===== config.mk =====
export PLATFORM = sky130hd
export DESIGN_NAME = mem_req_queue
export DESIGN_NICKNAME = d
export VERILOG_FILES = /design/src/rtl/mem_req_queue.sv
export SDC_FILE = /design/constraint.sdc
export NUM_CORES = 1
export LEC_CHECK = 0
export CORE_AREA = 2 2 232 188
export CTS_BUF_LIST = sky130_fd_sc_hd__clkbuf_4 sky130_fd_sc_hd__clkbuf_8 sky130_fd_sc_hd__clkbuf_16
export CTS_CLUSTER_SIZE = 8
export DETAILED_ROUTE_END_ITERATION = 6
export DIE_AREA = 0 0 234 190
export PLACE_DENSITY = 0.79
export SKIP_LAST_GASP = 1
export SLEW_MARGIN = 20
export SYNTH_ARGS = -nofsm -noshare
export SYNTH_HDL_FRONTEND = slang
export SYNTH_SLANG_ARGS = --single-unit
export TNS_END_PERCENT = 50

===== constraint.sdc =====
create_clock -name clk_cpu -period 3.9 [get_ports clk_cpu]
set_clock_uncertainty 0.05 [all_clocks]
set_input_delay 0.78 -clock clk_cpu [delete_from_list [all_inputs] [get_ports clk_cpu]]
set_output_delay 0.78 -clock clk_cpu [all_outputs]
set_load 0.02 [all_outputs]

===== src/rtl/mem_req_queue.sv =====
// mem_req_queue: request FIFO feeding a single-outstanding issue FSM in front of the DDR2 wrapper.
// Responses return in request order; a per-request timeout aborts transactions that never complete.
//   state   | meaning
//   S_IDLE  | pop FIFO head onto mem_* when non-empty
//   S_ISSUE | wait for mem_ready, then strobe for one cycle
//   S_WAIT  | count cycles until transaction_complete or timeout
//   S_RESP  | hold response until client accepts
module mem_req_queue #(
    parameter int DEPTH   = 4,
    parameter int TIMEOUT = 4096,
    parameter int ADDR_W  = 28
) (
    input  logic              clk_cpu,
    input  logic              rst_n,
    input  logic              req_valid,
    output logic              req_ready,
    input  logic              req_write,
    input  logic [ADDR_W-1:0] req_addr,
    input  logic [1:0]        req_width,
    input  logic [63:0]       req_wdata,
    output logic              rsp_valid,
    input  logic              rsp_ready,
    output logic [63:0]       rsp_rdata,
    output logic              rsp_write,
    output logic              rsp_timeout,
    output logic [ADDR_W-1:0] mem_addr,
    output logic [1:0]        mem_width,
    output logic [63:0]       mem_d_to_ram,
    output logic              mem_wstrobe,
    output logic              mem_rstrobe,
    input  logic              mem_ready,
    input  logic              mem_transaction_complete,
    input  logic [63:0]       mem_d_from_ram,
    output logic              busy,
    output logic [7:0]        err_count
);
    localparam int PTR_W = $clog2(DEPTH);
    localparam int CNT_W = $clog2(DEPTH + 1);
    localparam int TMR_W = $clog2(TIMEOUT);

    typedef enum logic [1:0] {S_IDLE, S_ISSUE, S_WAIT, S_RESP} state_t;

    state_t              r_state, w_state_nxt;
    logic [ADDR_W-1:0]   r_q_addr  [DEPTH];
    logic [1:0]          r_q_width [DEPTH];
    logic [63:0]         r_q_wdata [DEPTH];
    logic                r_q_write [DEPTH];
    logic [PTR_W-1:0]    r_wr_ptr, r_rd_ptr;
    logic [CNT_W-1:0]    r_count;
    logic [ADDR_W-1:0]   r_mem_addr;
    logic [1:0]          r_mem_width;
    logic [63:0]         r_mem_wdata;
    logic                r_mem_write;
    logic [TMR_W-1:0]    r_tmr;
    logic [63:0]         r_rsp_rdata;
    logic                r_rsp_timeout;
    logic [7:0]          r_err_count;
    logic                w_full, w_empty, w_push, w_pop;
    logic                w_strobe, w_done, w_tmo;
    logic [TMR_W-1:0]    w_tmr_nxt;

    assign w_full    = (r_count == CNT_W'(DEPTH));
    assign w_empty   = (r_count == '0);
    assign w_push    = req_valid && !w_full;
    assign w_pop     = (r_state == S_IDLE) && !w_empty;
    assign w_tmr_nxt = r_tmr + TMR_W'(1);

    always_ff @(posedge clk_cpu or negedge rst_n) begin
        if (!rst_n) begin
            r_wr_ptr <= '0;
            r_rd_ptr <= '0;
            r_count  <= '0;
        end else begin
            if (w_push) r_wr_ptr <= r_wr_ptr + PTR_W'(1);
            if (w_pop)  r_rd_ptr <= r_rd_ptr + PTR_W'(1);
            if (w_push && !w_pop)      r_count <= r_count + CNT_W'(1);
            else if (!w_push && w_pop) r_count <= r_count - CNT_W'(1);
        end
    end

    // Payload storage needs no reset; occupancy alone decides validity.
    always_ff @(posedge clk_cpu) begin
        if (w_push) begin
            r_q_addr[r_wr_ptr]  <= req_addr;
            r_q_width[r_wr_ptr] <= req_width;
            r_q_wdata[r_wr_ptr] <= req_wdata;
            r_q_write[r_wr_ptr] <= req_write;
        end
    end

    always_ff @(posedge clk_cpu or negedge rst_n) begin
        if (!rst_n) r_state <= S_IDLE;
        else        r_state <= w_state_nxt;
    end

    always_comb begin
        w_state_nxt = r_state;
        w_strobe    = 1'b0;
        w_done      = 1'b0;
        w_tmo       = 1'b0;
        case (r_state)
            S_IDLE: begin
                if (!w_empty) w_state_nxt = S_ISSUE;
            end
            S_ISSUE: begin
                if (mem_ready) begin
                    w_strobe    = 1'b1;
                    w_state_nxt = S_WAIT;
                end
            end
            S_WAIT: begin
                // Completion takes priority when it lands on the timeout boundary.
                if (mem_transaction_complete) begin
                    w_done      = 1'b1;
                    w_state_nxt = S_RESP;
                end else if (w_tmr_nxt == TMR_W'(TIMEOUT - 1)) begin
                    w_tmo       = 1'b1;
                    w_state_nxt = S_RESP;
                end
            end
            S_RESP: begin
                if (rsp_ready) w_state_nxt = S_IDLE;
            end
            default: w_state_nxt = S_IDLE;
        endcase
    end

    always_ff @(posedge clk_cpu or negedge rst_n) begin
        if (!rst_n) begin
            r_mem_addr    <= '0;
            r_mem_width   <= '0;
            r_mem_wdata   <= '0;
            r_mem_write   <= 1'b0;
            r_tmr         <= '0;
            r_rsp_rdata   <= '0;
            r_rsp_timeout <= 1'b0;
            r_err_count   <= '0;
        end else begin
            if (w_pop) begin
                r_mem_addr  <= r_q_addr[r_rd_ptr];
                r_mem_width <= r_q_width[r_rd_ptr];
                r_mem_wdata <= r_q_wdata[r_rd_ptr];
                r_mem_write <= r_q_write[r_rd_ptr];
            end
            if (w_strobe)              r_tmr <= '0;
            else if (r_state == S_WAIT) r_tmr <= w_tmr_nxt;
            if (w_done) begin
                r_rsp_rdata   <= r_mem_write ? 64'd0 : mem_d_from_ram;
                r_rsp_timeout <= 1'b0;
            end else if (w_tmo) begin
                r_rsp_rdata   <= '0;
                r_rsp_timeout <= 1'b1;
                if (r_err_count != 8'hFF) r_err_count <= r_err_count + 8'd1;
            end
        end
    end

    assign req_ready    = !w_full;
    assign rsp_valid    = (r_state == S_RESP);
    assign rsp_rdata    = r_rsp_rdata;
    assign rsp_write    = r_mem_write;
    assign rsp_timeout  = r_rsp_timeout;
    assign mem_addr     = r_mem_addr;
    assign mem_width    = r_mem_width;
    assign mem_d_to_ram = r_mem_wdata;
    assign mem_wstrobe  = w_strobe && r_mem_write;
    assign mem_rstrobe  = w_strobe && !r_mem_write;
    assign busy         = (r_state != S_IDLE) || !w_empty;
    assign err_count    = r_err_count;

endmodule


---- Word-level counts from Yosys, hierarchy flattened ----
Memory sizes are Yosys's and may differ from the RTL's. A register that Yosys moved wholly into a read port is not among the register bits.
Cells that the tools add are included.
word-level totals
  register bits ........................... 94
  memory bits (writable) .................. 380
  bits of input ports ..................... 165
  output and inout port bits .............. 173
  word-level logic and storage cells ...... 77
  memories ................................ 4
memories
  memory     words  bits a word  rd ports  clocked after Yosys merged registers in  wr ports  RTL line  RTL
  r_q_wdata  4      64           1         1                                        1         46        logic [63:0] r_q_wdata [DEPTH];
  r_q_addr   4      28           1         1                                        1         44        logic [ADDR_W-1:0] r_q_addr [DEPTH];
  r_q_width  4      2            1         1                                        1         45        logic [1:0] r_q_width [DEPTH];
  r_q_write  4      1            1         1                                        1         47        logic r_q_write [DEPTH];
cells by class
  $add $sub $neg .......................... 6
  eq/ne operators ......................... 10
  multiplexer cells ....................... 24
  bitwise operators ....................... 1
  reductions and logical operators ........ 24
operators with widths
  operator                                                            number
  64-bit two-way mux                                                  3
  12-bit two-way mux                                                  2
  12-bit by 1-bit adder with 12-bit output, second input constant     1
  12-bit == test, second input constant                               1
  1-bit two-way mux                                                   11
  2-bit two-way mux                                                   5
  1-bit zero test                                                     9
  8-bit by 1-bit adder with 8-bit output, second input constant       1
  8-bit inequality test, second input constant                        1
  2-bit case mux with 4 select lines                                  1
  2-bit nonzero test                                                  4
  1-bit logical AND                                                   6
  3-bit two-way mux                                                   2
  2-bit by 1-bit adder with 2-bit output, second input constant       2
  2-bit == test, second input constant                                2
  2-bit inequality test, second input constant                        2
  4-bit AND reduction                                                 1
  3-bit by 1-bit adder with 3-bit output, second input constant       1
  3-bit == test, second input constant                                1
  3-bit zero test                                                     1
  3-bit inequality test, second input constant                        1
  3-bit AND reduction                                                 1
  3-bit by 1-bit subtractor with 3-bit output, second input constant  1
  2-bit by 1-bit == test with 1-bit output, second input constant     1
  4 further kinds                                                     4

---- Logic depth before layout (Yosys ltp) ----
  word-level depth ........................ 7
  depth in mapped cells ................... 12
  mapped depth without buffers ............ 9

---- Worst setup path before layout ----
Ideal clock, no wire load.
  kind .................................... in2reg
  from .................................... in req_valid
  to ...................................... mem r_q_addr[0][0] (enable)
  library setup time ...................... 0.465 ns
  arrival time ............................ 3.033 ns
  required time ........................... 3.385 ns
  setup slack ............................. 0.352 ns
  stages on the path ...................... 1
  buffers on the path ..................... 0
  path through ............................ and3_1
between the ends
  cells in the longest elaborated chain, start to end .. 3
ends and longest elaborated chain
  what                                     RTL line  RTL
  from (decl)                              15        input logic req_valid,
  1-bit logical AND                        64        assign w_push = req_valid && !w_full;
  1-bit two-way mux                        83        if (w_push) begin
  1-bit two-way mux (not written as such)  84        r_q_addr[r_wr_ptr] <= req_addr;
  to (decl)                                44
No other way between the ends.

---- Final worst setup path ----
  from .................................... reg r_count[0]
  to ...................................... out busy
between the ends
  cells in the longest elaborated chain, start to end .. 3
ends and longest elaborated chain
  what                    RTL line  RTL
  from (decl)             49        logic [CNT_W-1:0] r_count;
  from (signal assigned)  76        if (w_push && !w_pop) r_count <= r_count + CNT_W'(1);
  from (signal assigned)  77        else if (!w_push && w_pop) r_count <= r_count - CNT_W'(1);
  3-bit zero test         63        assign w_empty = (r_count == '0);
  1-bit zero test         168       assign busy = (r_state != S_IDLE) || !w_empty;
  1-bit logical OR        168
  to (decl)               34        output logic busy,
No other way between the ends.

==> flow_metrics.py <==
metrics = {
    "synth": {
        "async_flop_share_pct": 33.2,
        "yosysUniqueCellTypes": 56,
        "synth_cells": 1237,
        "ys_ff_latch": 569,
        "synth_ff_type": "edfxtp_1",
        "syn-cell-area_um2": 22500,
        "syn-mean-instance-area_um2": 18.2,
        "syn_nets": 1415,
        "synth-edff-count": 380,
        "yosysSeqAreaShare_pct": 71.7,
        "ys_warn_count": 0,
    },
    "floorplan": {
        "dieArea_um2": 44500,
        "num_rows": 68,
        "dieHeight_um": 190,
        "io_pins": 338,
        "core_um2": 42500,
        "die_x_um": 234,
        "start_util_pct": 53.0,
    },
    "placement": {
        "hpwlAfterDp_mm": 29.1,
        "gp_congestion": 0.786,
        "numPlacedInstances": 2095,
        "portBuffers": 337,
    },
    "critical_path": {
        "crit_end": "busy",
        "slowest_delay_ns": 0.58,
        "timing.rr.start": "r_tmr[0]$_DFFE_PN0P_",
        "critPathRequiredTime_ns": 3.07,
        "crit_buf_inv": 1,
        "reg2reg_slack_ns": 1.14,
        "path_delay_family": "simple AND/OR/NAND/NOR gates",
        "cp-start-kind": "flip-flop",
        "critical_path_depth": 3,
        "path_class": "reg -> out",
        "reg2reg_depth": 7,
        "path_cells": "nor3_1 -> nand2_1 -> clkdlybuf4s50_1",
        "cp-end-kind": "output port",
        "cp_data_arrival_time_ns": 2.23,
        "reg2reg_to": "rsp_rdata[21]$_DFFE_PN0P_",
        "worstPathMaxFanout": 4,
        "startpoint": "r_count[0]$_DFFE_PN0P_",
        "crit_slowest_cell": "clkdlybuf4s50_1",
    },
    "power": {
        "leakage_uw": 0.0106,
        "peakVddDrop_v": 0.000533,
        "p_per_area_nw_per_um2": 838,
    },
    "clock_tree": {
        "clock_latency_ns": 0.61,
        "clk_pin_slew_ns": 0.05,
        "cts_tree": "yes",
        "cts_htree_levels": 3,
        "cts_setup_buffers": 0,
        "cts_buffers": 81,
        "cts_sinks": 569,
        "clk_path_buf_depth": 3,
        "holdBufCountCts": 0,
        "ctsResizeCount": 0,
        "root_buffer": "clkbuf_16",
    },
    "sta": {
        "worst_pin_slew_ns": 0.888,
        "rsz0062_at_grt": "false",
        "slew_headroom_pct": 40.8,
        "period_minus_slack_ns": 3.06,
        "hold_viol": 0,
        "setup_viol": 0,
        "finalSetupTns_ns": 0,
        "fin_crit_sh_pct": 78.6,
        "drv_slew": 0,
        "fmax_ghz": 0.326,
        "hold_ws_ns": 0.185,
    },
    "drt": {
        "first_pass_iters": 5,
        "via_per_inst": 5.54,
        "vias": 12400,
        "routed_wl_mm": 49.3,
        "drtAntennaViolNets": 0,
        "post_drt_wl_per_cell_um": 22.0,
        "drtIter0Drc": 758,
        "drc": 0,
    },
    "grt": {
        "grt_pass1_wl_mm": 75.0,
        "antenna_found_initial": 9,
        "grt_start_max_net_pins": 98,
        "grt_pass1_vias": 13200,
        "grt-ovfl-total": 0,
        "grtUsageTotal_pct": 22.4,
    },
    "flow_run": {
        "maxCapViolations": 0,
    },
    "worst_hold_path": {
        "hp-class": "in -> async",
    },
    "layout": {
        "syn2layout_area_growth_pct": 29.7,
        "postLayoutCoreUtil_pct": 68.7,
        "num-nets-final": 1796,
        "final_cells": 2241,
        "final_layout_size_suffix_gt1_share_pct": 25.3,
    },
    "outcome": {
        "outcome": "completed",
    },
}
## cells in the mapped netlist (4+ instances only)
cell	count	area, um2
ha_1	12	150
xor2_1	15	131
edfxtp_1	380	11400
nand4_1	8	50.1
xnor2_1	8	70.1
nor2b_1	66	413
a21oi_1	65	325
buf_6	4	45.0
inv_1	12	45.0
clkbuf_1	36	135
nor3_1	4	20.0
buf_12	4	80.1
nor2_1	23	86.3
o21ai_0	26	130
buf_2	19	95.1
o21ai_2	40	350
nand2_1	13	48.8
mux2_2	96	1080
dfrtp_1	189	4730
nand2b_1	68	425
mux4_2	95	2140
and3_1	8	50.1
nand3_1	6	30.0
## how the worst min path moves through the flow
| stage | startpoint | endpoint | slack [ns] | depth (start not counted) |
|---|---|---|---|---|
| 6_report | rst_n | mem_d_to_ram[24]$_DFFE_PN0P_ | 0.18 | 1 |
| 2_1_floorplan | r_count[2]$_DFFE_PN0P_ | r_count[2]$_DFFE_PN0P_ | 0.41 | 1 |
| 5_1_grt | rst_n | mem_addr[19]$_DFFE_PN0P_ | 0.21 | 1 |
| 3_5_place_dp | mem_d_to_ram[36]$_DFFE_PN0P_ | mem_d_to_ram[36]$_DFFE_PN0P_ | 0.44 | 1 |
| 4_1_cts | rst_n | mem_addr[21]$_DFFE_PN0P_ | 0.20 | 1 |
| 3_3_place_gp | r_count[2]$_DFFE_PN0P_ | r_count[2]$_DFFE_PN0P_ | 0.43 | 1 |
## kinds of logic (layout without fill, tap and decap cells)
kind of cell | count (synthesis) | count (layout) | synth area share [%]
simple gates | 216 | 216 | 6.01
xor+xnor | 23 | 23 | 0.895
other cells | 0 | 4 | 0
flops | 569 | 569 | 71.7
compound gates | 145 | 145 | 4.32
mux | 194 | 194 | 14.5
buf+inv | 77 | 517 | 1.82
fa+ha+maj | 13 | 13 | 0.756
## cells in the final DEF (no fill, tap or decap), drive strengths merged, types with 3 or more instances in the layout
cell           netlist  final
edfxtp             380    380
clkdlybuf4s50        0    336
dfrtp              189    189
clkbuf              38    136
mux2                98     98
mux4                95     95
nand2b              68     68
nor2b               66     66
a21oi               66     66
o21ai               66     66
buf                 27     26
nor2                23     23
xor2                15     15
nand2               13     13
inv                 12     13
ha                  12     12
and3                10     10
nand4                8      8
xnor2                8      8
nand3                6      6
clkinv               0      6
nor3                 5      5
diode                0      4
and2                 3      3
nor4                 3      3
## cell type report
class,count,area (um2)
inverter,12,45.0
tap,560,701
fill,2701,13300
timing repair buffer,363,3720
antenna,4,10.0
clock buffer,135,2430
clock inverter,7,140
sequential,569,16100
multi-input combinational,591,5980
## sequential cells by signal (all words and copies together) (netlist names), 4 cells and up
signal / cells
mem_d_to_ram: 64
err_count: 8
r_q_wdata: 256
r_tmr: 12
r_q_width: 8
rsp_rdata: 64
r_q_write: 4
mem_addr: 28
r_q_addr: 112
## where the power goes
group	internal [uW]	total, uW	switching, uW
Clock	4270	6820	2550
Sequential	8290	9370	1080
Combinational	4210	8250	4040
Total	16800	24400	7670
## through the flow
stage / worst slack, ns / area, um2 / power, uW
floorplan: 0.352 / 22500 / 14400
global placement: 0.916 / 26600 / 17500
detailed placement: 0.813 / 26600 / 17800
CTS: 0.786 / 29200 / 24700
global route: 0.644 / 29200 / 25600
finish: 0.837 / 29200 / 24400
## routing by layer
metal | vias up | GRT usage [%] | routed length (um)
met1 | 6371 | 29.5 | 20200
met5 | - | 0 | 62
met3 | 85 | 7.27 | 3980
met2 | 422 | 35.8 | 24000
met4 | 10 | 6.69 | 983
li1 | 5521 | - | -
No activity file was read; power rests on OpenSTA's default activity.
==> patch: new RTL, config.mk and constraints unchanged <==
Reset style: synchronous (`rst_n`), changed in 3 clocked blocks.
--- a/src/rtl/mem_req_queue.sv
+++ b/src/rtl/mem_req_queue.sv
@@ -65,7 +65,7 @@
     assign w_pop     = (r_state == S_IDLE) && !w_empty;
     assign w_tmr_nxt = r_tmr + TMR_W'(1);
 
-    always_ff @(posedge clk_cpu or negedge rst_n) begin
+    always_ff @(posedge clk_cpu) begin
         if (!rst_n) begin
             r_wr_ptr <= '0;
             r_rd_ptr <= '0;
@@ -88,7 +88,7 @@
         end
     end
 
-    always_ff @(posedge clk_cpu or negedge rst_n) begin
+    always_ff @(posedge clk_cpu) begin
         if (!rst_n) r_state <= S_IDLE;
         else        r_state <= w_state_nxt;
     end
@@ -125,7 +125,7 @@
         endcase
     end
 
-    always_ff @(posedge clk_cpu or negedge rst_n) begin
+    always_ff @(posedge clk_cpu) begin
         if (!rst_n) begin
             r_mem_addr    <= '0;
             r_mem_width   <= '0;
Function: differs if rst_n is asserted again (counterexample within 4 cycles, from zero or initial values and one cycle with rst_n low); with rst_n held inactive, the same outputs for 4 cycles.
==> patch against the unedited design <==
Non-clock buffer count up 3; setup slack worse by 0.038 ns; area after synthesis down 4.6%; utilization down 2.7 points; sequential cell count unchanged; cell area down 3.9%; routed wire length up 1.5%; cell count up 5.6%; power down 20%; critical path type unchanged; sequential power down 15%.
==> patch: results (changes against the unedited design) <==
Outcome
• **outcome** finished clean, unchanged

Layout
• **fraction of layout cells with a size suffix above 1** 18.98%, was 25.28%
• **fill count** 2865, was 2701
• **sequential fraction of total cell area** 54.20%, was 55.33%
• **area added between synthesis and finish** 30.69%, was 29.71%
• **multi-input gate area in the final layout** 5819 um2, was 5984 um2
• **FF+latch count** 569, unchanged
• **count of inverters not on the clock network in the layout** 14, was 12
• **relative area of clock buffers and inverters in the final design** 9.148%, was 8.815%
• **Signal buf overhead** 13.16%, was 12.76%
• **multi-input combinational gate total** 712, was 591
• **number of inserted diodes** 5, was 4
• **utilization of the core after routing** 66.07%, was 68.74%
• **number of nets in the layout** 1922, was 1796
• **Non-clk bufs** 366, was 363
• **FF/Latch Area** 15200 um2, was 16150 um2

Synthesis
• **area share of the leading cell type in the synthesized netlist** 53.16%, was 50.72%
• **most used standard cells in the synthesized netlist** 380 x sky130_fd_sc_hd__edfxtp_1, 271 x sky130_fd_sc_hd__nand2_1, 189 x sky130_fd_sc_hd__dfxtp_1, was 380 x sky130_fd_sc_hd__edfxtp_1, 189 x sky130_fd_sc_hd__dfrtp_1, 96 x sky130_fd_sc_hd__mux2_2
• **sequential share of the synthesized area** 70.79%, was 71.74%
• **Area contributors post-synth** sky130_fd_sc_hd__edfxtp_1 53%, sky130_fd_sc_hd__dfxtp_1 18%, sky130_fd_sc_hd__mux4_2 10%, was sky130_fd_sc_hd__edfxtp_1 51%, sky130_fd_sc_hd__dfrtp_1 21%, sky130_fd_sc_hd__mux4_2 9.5%
• **number of distinct library cells after synthesis** 44, was 56
• **synthesized netlist net count** 1569, was 1415
• **count of mapped cells out of synthesis** 1391, was 1237

Place
• **final RePlAce weighted congestion** 0.8451, was 0.7861
• **placed standard-cell area** 25470 um2, was 26600 um2
• **post-place setup slack** 0.9485 ns, was 0.8132 ns

Power and ir drop
• **leakage power** 9.139 nW, was 10.55 nW

Global route
• **largest net degree at the start of global routing** 76, was 98
• **number of antenna violations at the first check in global routing** 7, was 9

Setup path
• **setup slack of the most critical reg-to-reg path** 1.29 ns, was 1.14 ns
• **Critical Path AT** 2.27 ns, was 2.23 ns
• **worst-case reg-to-reg path depth** 9, was 7

Detailed routing
• **Via Count** 13.29k, was 12.41k
• **drt total wl** 50050 um, was 49300 um
• **DRT iter0 DRCs** 848, was 758
• **1st-pass router iterations** 6, was 5

Worst hold path
• **worst hold path class** flip-flop to flip-flop, was input port to async pin

STA
• **WHS** 0.3999 ns, was 0.1847 ns

==> patch: kinds of logic (layout without fill, tap and decap cells) <==
group / count (synthesis) / count (layout) / share of synthesized area (%)
flops: 569 / 569 / 70.79
simple gates: 334 / 334 / 6.331
other cells: 0 / 5 / 0
mux: 99 / 99 / 10.15
fa+ha+maj: 13 / 13 / 0.7928
xor+xnor: 17 / 17 / 0.7636
compound gates: 249 / 249 / 8.837
buf+inv: 110 / 521 / 2.332
==> patch: routing by layer <==
| layer | track usage, % | share of wire [%] | up-vias |
|---|---|---|---|
| met1 | 29.30 | 41 | 6663 |
| met3 | 6.325 | 8.5 | 88 |
| met5 | 0 | 0.068 | - |
| li1 | - | - | 6012 |
| met2 | 35.94 | 48 | 520 |
| met4 | 8.033 | 2.5 | 6 |
==> patch: power breakdown <==
| group | switching, mW | internal, mW |
|---|---|---|
| Clock | 2.55 | 4.29 |
| Combinational | 2.74 | 2.16 |
| Sequential | 0.535 | 7.39 |
| Total | 5.82 | 13.8 |
==> patch: worst max path at each step <==
stage	from	endpoint	slack, ns	cells past startpoint
after global routing	r_count[0]	busy	0.68	3
final	r_count[0]	busy	0.80	3
after detailed placement	req_valid	r_count[2]	0.95	8
after floorplan	req_valid	r_q_addr[0][0]	0.35	1
after CTS	r_count[0]	busy	0.73	3
after global placement	req_valid	r_count[2]	0.96	8
==> patch: critical path, stage by stage, from the launching register on <==
cell and delay [ns]:
sky130_fd_sc_hd__dfxtp_1 0.36, sky130_fd_sc_hd__nor3_1 0.45, sky130_fd_sc_hd__nand2_1 0.24, sky130_fd_sc_hd__clkdlybuf4s50_1 0.61
